[src/rtl/digit_scan_if.sv]
// digit_scan_ctrl bundle: scan enable, frame
// update strobe and display-side outputs.
interface digit_scan_if;
  logic        en;
  logic        upd;
  logic [15:0] data_in;
  logic [1:0]  sel;
  logic [3:0]  an;
  logic [15:0] disp_data;
  logic        frame_done;

  modport master (
    output en, upd, data_in,
    input  sel, an, disp_data, frame_done
  );

  modport slave (
    input  en, upd, data_in,
    output sel, an, disp_data, frame_done
  );
endinterface

[src/rtl/digit_scan_ctrl.sv]
// 4-digit multiplexed display scanner with
// blanked slot start and frame-synchronous buffer.
module digit_scan_ctrl #(
  parameter int DIV   = 50000,
  parameter int BLANK = 4
) (
  input  logic       clk,
  input  logic       reset,
  digit_scan_if.slave bus
);

  localparam int CW = (DIV > 1) ? $clog2(DIV) : 1;
  localparam logic [CW-1:0] BLK_LAST = CW'(BLANK - 1);
  localparam logic [CW-1:0] SLOT_LAST = CW'(DIV - 1);

  typedef enum logic [1:0] {
    S_IDLE,
    S_BLANK,
    S_SHOW
  } state_t;

  state_t      state;
  logic [CW-1:0] cnt;
  logic [1:0]  sel;
  logic [3:0]  an;
  logic [15:0] disp;
  logic [15:0] pending;
  logic        pend;
  logic        fdone;

  assign bus.sel        = sel;
  assign bus.an         = an;
  assign bus.disp_data  = disp;
  assign bus.frame_done = fdone;

  // Scan sequencer, pending capture and frame swap
  always_ff @(posedge clk or posedge reset) begin
    if (reset) begin
      state   <= S_IDLE;
      cnt     <= '0;
      sel     <= 2'd0;
      an      <= 4'hF;
      disp    <= 16'h0;
      pending <= 16'h0;
      pend    <= 1'b0;
      fdone   <= 1'b0;
    end else begin
      fdone <= 1'b0;
      if (bus.upd) begin
        pending <= bus.data_in;
        pend    <= 1'b1;
      end
      if (!bus.en) begin
        state <= S_IDLE;
        cnt   <= '0;
        sel   <= 2'd0;
        an    <= 4'hF;
      end else begin
        unique case (state)
          S_IDLE: begin
            state <= S_BLANK;
            cnt   <= '0;
            an    <= 4'hF;
          end
          S_BLANK: begin
            cnt <= cnt + 1'b1;
            if (cnt == BLK_LAST) begin
              state <= S_SHOW;
              an    <= ~(4'b0001 << sel);
            end
          end
          S_SHOW: begin
            if (cnt == SLOT_LAST) begin
              state <= S_BLANK;
              cnt   <= '0;
              sel   <= sel + 2'd1;
              an    <= 4'hF;
              if (sel == 2'd3) begin
                fdone <= 1'b1;
                if (bus.upd) begin
                  disp <= bus.data_in;
                  pend <= 1'b0;
                end else if (pend) begin
                  disp <= pending;
                  pend <= 1'b0;
                end
              end
            end else begin
              cnt <= cnt + 1'b1;
            end
          end
          default: begin
            state <= S_IDLE;
            cnt   <= '0;
            sel   <= 2'd0;
            an    <= 4'hF;
          end
        endcase
      end
    end
  end

endmodule

[src/flat_wrapper.sv]
// flat-port wrapper written by rule: the top's interface ports become plain ports
module digit_scan_ctrl_flat 
#(
  parameter int DIV   = 50000,
  parameter int BLANK = 4
)
  (clk, reset, bus_en, bus_upd, bus_data_in, bus_sel, bus_an, bus_disp_data, bus_frame_done);
  digit_scan_if bus_i ();
  input  logic clk;
  input  logic reset;
  input wire logic [$bits(bus_i.en)-1:0] bus_en;
  input wire logic [$bits(bus_i.upd)-1:0] bus_upd;
  input wire logic [$bits(bus_i.data_in)-1:0] bus_data_in;
  output wire logic [$bits(bus_i.sel)-1:0] bus_sel;
  output wire logic [$bits(bus_i.an)-1:0] bus_an;
  output wire logic [$bits(bus_i.disp_data)-1:0] bus_disp_data;
  output wire logic [$bits(bus_i.frame_done)-1:0] bus_frame_done;
  assign bus_i.en = bus_en;
  assign bus_i.upd = bus_upd;
  assign bus_i.data_in = bus_data_in;
  assign bus_sel = bus_i.sel;
  assign bus_an = bus_i.an;
  assign bus_disp_data = bus_i.disp_data;
  assign bus_frame_done = bus_i.frame_done;
  digit_scan_ctrl #(.DIV(DIV), .BLANK(BLANK)) u_core (.clk(clk), .reset(reset), .bus(bus_i));
endmodule
[config.mk]
export PLATFORM = sky130hd
export DESIGN_NAME = digit_scan_ctrl_flat
export DESIGN_NICKNAME = d
export VERILOG_FILES = /design/src/rtl/digit_scan_if.sv /design/src/rtl/digit_scan_ctrl.sv /design/src/flat_wrapper.sv
export SDC_FILE = /design/constraint.sdc
export NUM_CORES = 1
export LEC_CHECK = 0
export ABC_AREA = 0
export CAP_MARGIN = 20
export CORE_MARGIN = 2
export CORE_UTILIZATION = 45
export CTS_BUF_LIST = sky130_fd_sc_hd__clkbuf_16
export CTS_CLUSTER_SIZE = 25
export DETAILED_ROUTE_END_ITERATION = 12
export GPL_TIMING_DRIVEN = 0
export PLACE_DENSITY = 0.72
export SLEW_MARGIN = 20
export SYNTH_ARGS = -nofsm -noshare
export SYNTH_HDL_FRONTEND = slang
export SYNTH_SLANG_ARGS = --single-unit
[constraint.sdc]
create_clock -name clk -period 1.9 [get_ports clk]
set_input_delay 0.19 -clock clk [delete_from_list [all_inputs] [get_ports clk]]
set_output_delay 0.19 -clock clk [all_outputs]
set_load 0.01 [all_outputs]
After elaboration in Yosys (flattened, before gate mapping) --
Cells that the tools add are included.
Cells by class: reductions and logical operators 6, multiplexer cells 27, equality and inequality tests 8, add/sub/neg operators 2, shifts and indexed selects 1, bitwise gates (word level) 1
Operators with widths (count):
- two-way mux 16 bit | 4
- one-hot mux 16 bit (2 select lines) | 1
- adder 16 x 1 -> 16 bit, second input constant | 1
- equality test 16 bit, second input constant | 1
- equality test 16 x 2 -> 1 bit, second input constant | 1
- two-way mux 4 bit | 3
- two-way mux 1 bit | 11
- two-way mux 2 bit | 5
- one-hot mux 4 bit (2 select lines) | 1
- inequality test 3 x 2 -> 1 bit, second input constant | 2
- one-hot mux 2 bit (3 select lines) | 1
- AND reduction 5 bit | 1
- equality test 2 bit, second input constant | 2
- inverter 4 bit | 1
- one-hot mux 2 bit (2 select lines) | 1
- AND reduction 2 bit | 2
- << shifter 1 x 2 -> 4 bit, first input constant | 1
- adder 2 x 1 -> 2 bit, second input constant | 1
- equality test 2 x 1 -> 1 bit, second input constant | 1
- logical NOT 2 bit | 1
- inequality test 2 bit, second input constant | 1
- nonzero test 2 bit | 1
- OR reduction 2 bit | 1
Storage, ports and cells: input bits 20, register bits after elaboration 58, output and inout port bits 23, word-level logic and storage cells 53

Depth between registers and ports, before layout --
depth in word-level cells 7, mapped depth 9, mapped depth without buffers 6

Worst setup path after synthesis --
Ideal clock, no wire load.
path kind register -> register, from reg u_core.state[0], to reg u_core.disp[0] (netlist: u_core.bus.disp_data[0]), arrival time 1988 ps, cell stages (with the launch flop) 10, data required time 1775 ps, path slack -213 ps, period minus slack after synthesis 2113 ps, path buffers 3, setup time 125 ps, cells stage by stage dfrtp_1 -> inv_1 -> ha_1 -> clkbuf_2 -> and3_2 -> and3_1 -> or3b_1 -> buf_6 -> buf_12 -> mux2_4
Between the ends: longest elaborated chain between the ends 2
RTL lines:
- from (decl) | RTL line digit_scan_ctrl.sv:22 | state_t state;
- from (signal assigned) | RTL line digit_scan_ctrl.sv:39 | state <= S_IDLE;
- from (signal assigned) | RTL line digit_scan_ctrl.sv:54 | state <= S_IDLE;
- from (signal assigned) | RTL line digit_scan_ctrl.sv:61 | state <= S_BLANK;
- equality test 2 bit | RTL line digit_scan_ctrl.sv:59 | unique case (state)
- AND reduction 5 bit (no source line)
- to (signal assigned) | RTL line digit_scan_ctrl.sv:81 | disp <= bus.data_in;
- to (signal assigned) | RTL line digit_scan_ctrl.sv:84 | disp <= pending;
- to (decl) | RTL line digit_scan_ctrl.sv:26 | logic [15:0] disp;
No other way between the ends. A chain may end at the register's enable or synchronous reset.

Final worst setup path --
Same ends and word-level chain as after synthesis.

==> metrics.txt <==
Worst Path Class, Setup flop to flop; non-filler instance count after layout 347; initial drt markers 87; hold depth 3; post-DP HPWL 3370 µm; max-cap viol count 0; synth warn 0; Clock Skews 0.00668 ns; RR Startpoint u_core.state[0]$_DFFE_PP0P_; root buffer cell clkbuf_16; final period utilization 105%; Initial Util 45.9%; Reg2Reg Depth 7; CTS H-Tree Depth 3; syn nets 235; Crit. End Element flop; Reg2Reg Setup Slack -0.09 ns; CTS sink cnt 58; DR vias/cell 5.12; hold_buf cts 0; Post-Syn Area 2680 µm²; sequential area share after synthesis 54.3%; VDD IR-drop max 0.562 mV; min-delay worst type primary input to flop; Worst-Skew Late Latency 0.33 ns; critical path required time 2.11 ns; ANT nets after route 0; Syn Area/Cell 13.0 µm²; FMAX 0.501 GHz; Hold Slack 0.227 ns; flops & latches, synth 58; antenna violations before repair 0; Final Cell Area 3700 µm²; max_slew headroom 53.2%; layout cells sized above 1 34.2%; Core ar. 5850 µm²; Worst EP arrival 2.20 ns; largest net degree at the start of global routing 59; Post-Place Cell Area 3190 µm²; DR pass1 iterations 4; Critical Path, Cell by Cell inv_2 -> ha_4 -> and3_4 -> and3_4 -> or3b_4 -> clkbuf_16 -> mux2_4; fin. max-slew vios 0; nets 296; top_reg_cell synth dfrtp_1; crit path from u_core.state[0]$_DFFE_PP0P_; Netlist cell types 44; cell repeated most along the worst path and3_4; Longest Clk Path Bufs 2; DRC violations left 0; status finished with violations; PD cells 1040 nW/µm²; chip width 81.2 µm; number of synthesized flops with an enable pin 0; Tot GR Track Use 18.1%; final worst setup slack -0.0944 ns; Clk pin slew, worst setup/hold paths 0.05 ns; vias in the first global route 1847; Ant. Diodes 0; HP Start bus_en; CTS tree done; CTS buffer count 9; DR WL/cell 15.6 µm; Final Hold Fails 0; peak fanout along the critical path 5; die extent in y 81.2 µm; Hold Crit Endpoint u_core.bus.sel[1]$_DFFE_PP0P_; num ports 43; r2r endpoint u_core.bus.disp_data[0]$_DFFE_PP0P_; detailed-route via count 1777; WL final 5420 µm; Synth area leader dfrtp_1; area share of the leading cell type in the synthesized netlist 50.4%; min cycle time layout 1.99 ns; Async SR Flop Fraction 100%; CP max stage cell or3b_4; first-pass GRT wire length 8800 µm; # setup viols final 16; most common cell in the netlist dfrtp_1; count of input and output buffers 40; Synth Instances 206; Max stage delay on crit path 0.42 ns; gpl congestion 0.772; area grow syn2layout 37.8%; placed insts 321; Congestion Overflow GR 0; Slew @ Worst Pin 0.703 ns; largest cells by area after synthesis dfrtp_1 50%, mux2_2 11%, mux2_4 5.6%; Die Area 6600 µm²; RSZ-0062 raised after global routing true; most frequent cells after synthesis 54 x dfrtp_1, 27 x mux2_2, 15 x nor3_1, 10 x inv_1, 10 x mux2_4; Startpoint Class flop; failing checks setup timing; Row Count 28; Pleak 0.00157 µW
## critical path: cells and delay by family (launching register included)
family / cells / cell delay, ns
AND/OR/NAND/NOR: 3 / 0.76
flip-flops: 1 / 0.40
multiplexers: 1 / 0.29
adder cells (fa/ha/maj): 1 / 0.14
buffers and inverters: 2 / 0.28
## routing by layer
metal / GRT usage, % / wire length (µm)
met5: 0 / 0
met4: 8.64 / 82
met3: 4.78 / 273
met2: 30.8 / 2710
met1: 21.2 / 2350
## flip-flops by register name, summed over array words and instances, names as in the netlist
| name | count |
|---|---|
| u_core.bus.frame_done | 1 |
| u_core.pending | 16 |
| u_core.cnt | 16 |
| u_core.state | 2 |
| u_core.bus.an | 4 |
| u_core.pend | 1 |
| u_core.bus.sel | 2 |
| u_core.bus.disp_data | 16 |
## power by group
group / total (µW) / internal (µW) / leakage, µW / switching [µW]
registers: 1360 / 1310 / 0.000746 / 44.6
logic: 684 / 324 / 0.000660 / 360
clock network: 1810 / 1260 / 0.000164 / 543
## placed cells by master (no fill, tap or decap), types with 3 or more instances in the layout
cell             Yosys  layout
dfrtp_1             54      50
clkdlybuf4s50_1      0      40
mux2_2              27      27
nor3_1              15      14
buf_4                0      12
mux2_4              10      10
clkbuf_16            0      10
nand2_1              9       9
xnor2_1              9       9
inv_1               10       8
ha_1                 9       7
nand4_1              4       4
nor4_1               4       4
nand3_1              4       4
nor2_1               4       4
dfstp_2              4       4
dfrtp_2              0       4
clkbuf_1             4       3
mux2i_1              3       3
bufinv_16            0       3
## layout make-up
cell class | count | area (µm²)
Fill cell | 436 | 2150
Buffer | 6 | 47.5
Clock buffer | 9 | 225
Inverter | 10 | 40.0
Clock inverter | 7 | 108
Tap cell | 75 | 93.8
Timing Repair Buffer | 53 | 515
Sequential cell | 58 | 1460
Multi-Input combinational cell | 129 | 1200
## repair_timing
| action | 4_1_cts | 5_1_grt |
|---|---|---|
| endpoints found under the setup margin | 33 | 36 |
| cloned | 0 | 1 |
| buffers inserted | 7 | 5 |
| pin swaps | 3 | 4 |
| gates resized for setup | 12 | 7 |
| endpoints found under the hold margin | 0 | 0 |
## cell families (layout without fill, tap and decap cells)
group	Yosys count	in the layout	synth area share, %
compound gates	11	11	3.22
fa+ha+maj	9	9	4.20
simple gates	58	58	13.0
flops	58	58	54.3
mux	40	40	18.1
buf+inv	19	85	3.68
xor+xnor	11	11	3.59
## stage by stage
stage | setup TNS (ns) | total power [µW] | utilization, % | worst slack [ns]
2_1_floorplan | -1.90 | 1730 | - | -0.182
3_3_place_gp | -45.80 | 1880 | 54.4 | -0.733
3_5_place_dp | -6.47 | 1900 | 54.5 | -0.282
4_1_cts | -3.24 | 3800 | 62.0 | -0.220
5_1_grt | -2.26 | 4010 | 63.2 | -0.142
6_report | -1.26 | 3850 | 63.2 | -0.0944
## worst max-delay path by stage
stage          cells after the start                                    to  slack [ns]
6_report                           7   u_core.bus.disp_data[0]$_DFFE_PP0P_       -0.09
5_1_grt                            7   u_core.bus.disp_data[0]$_DFFE_PP0P_       -0.14
4_1_cts                            9   u_core.bus.disp_data[6]$_DFFE_PP0P_       -0.22
3_5_place_dp                       9  u_core.bus.disp_data[15]$_DFFE_PP0P_       -0.28
3_3_place_gp                       2              u_core.cnt[12]$_DFF_PP0_       -0.73
2_1_floorplan                      9   u_core.bus.disp_data[0]$_DFFE_PP0P_       -0.18
No activity file was read; power rests on OpenSTA's default activity.
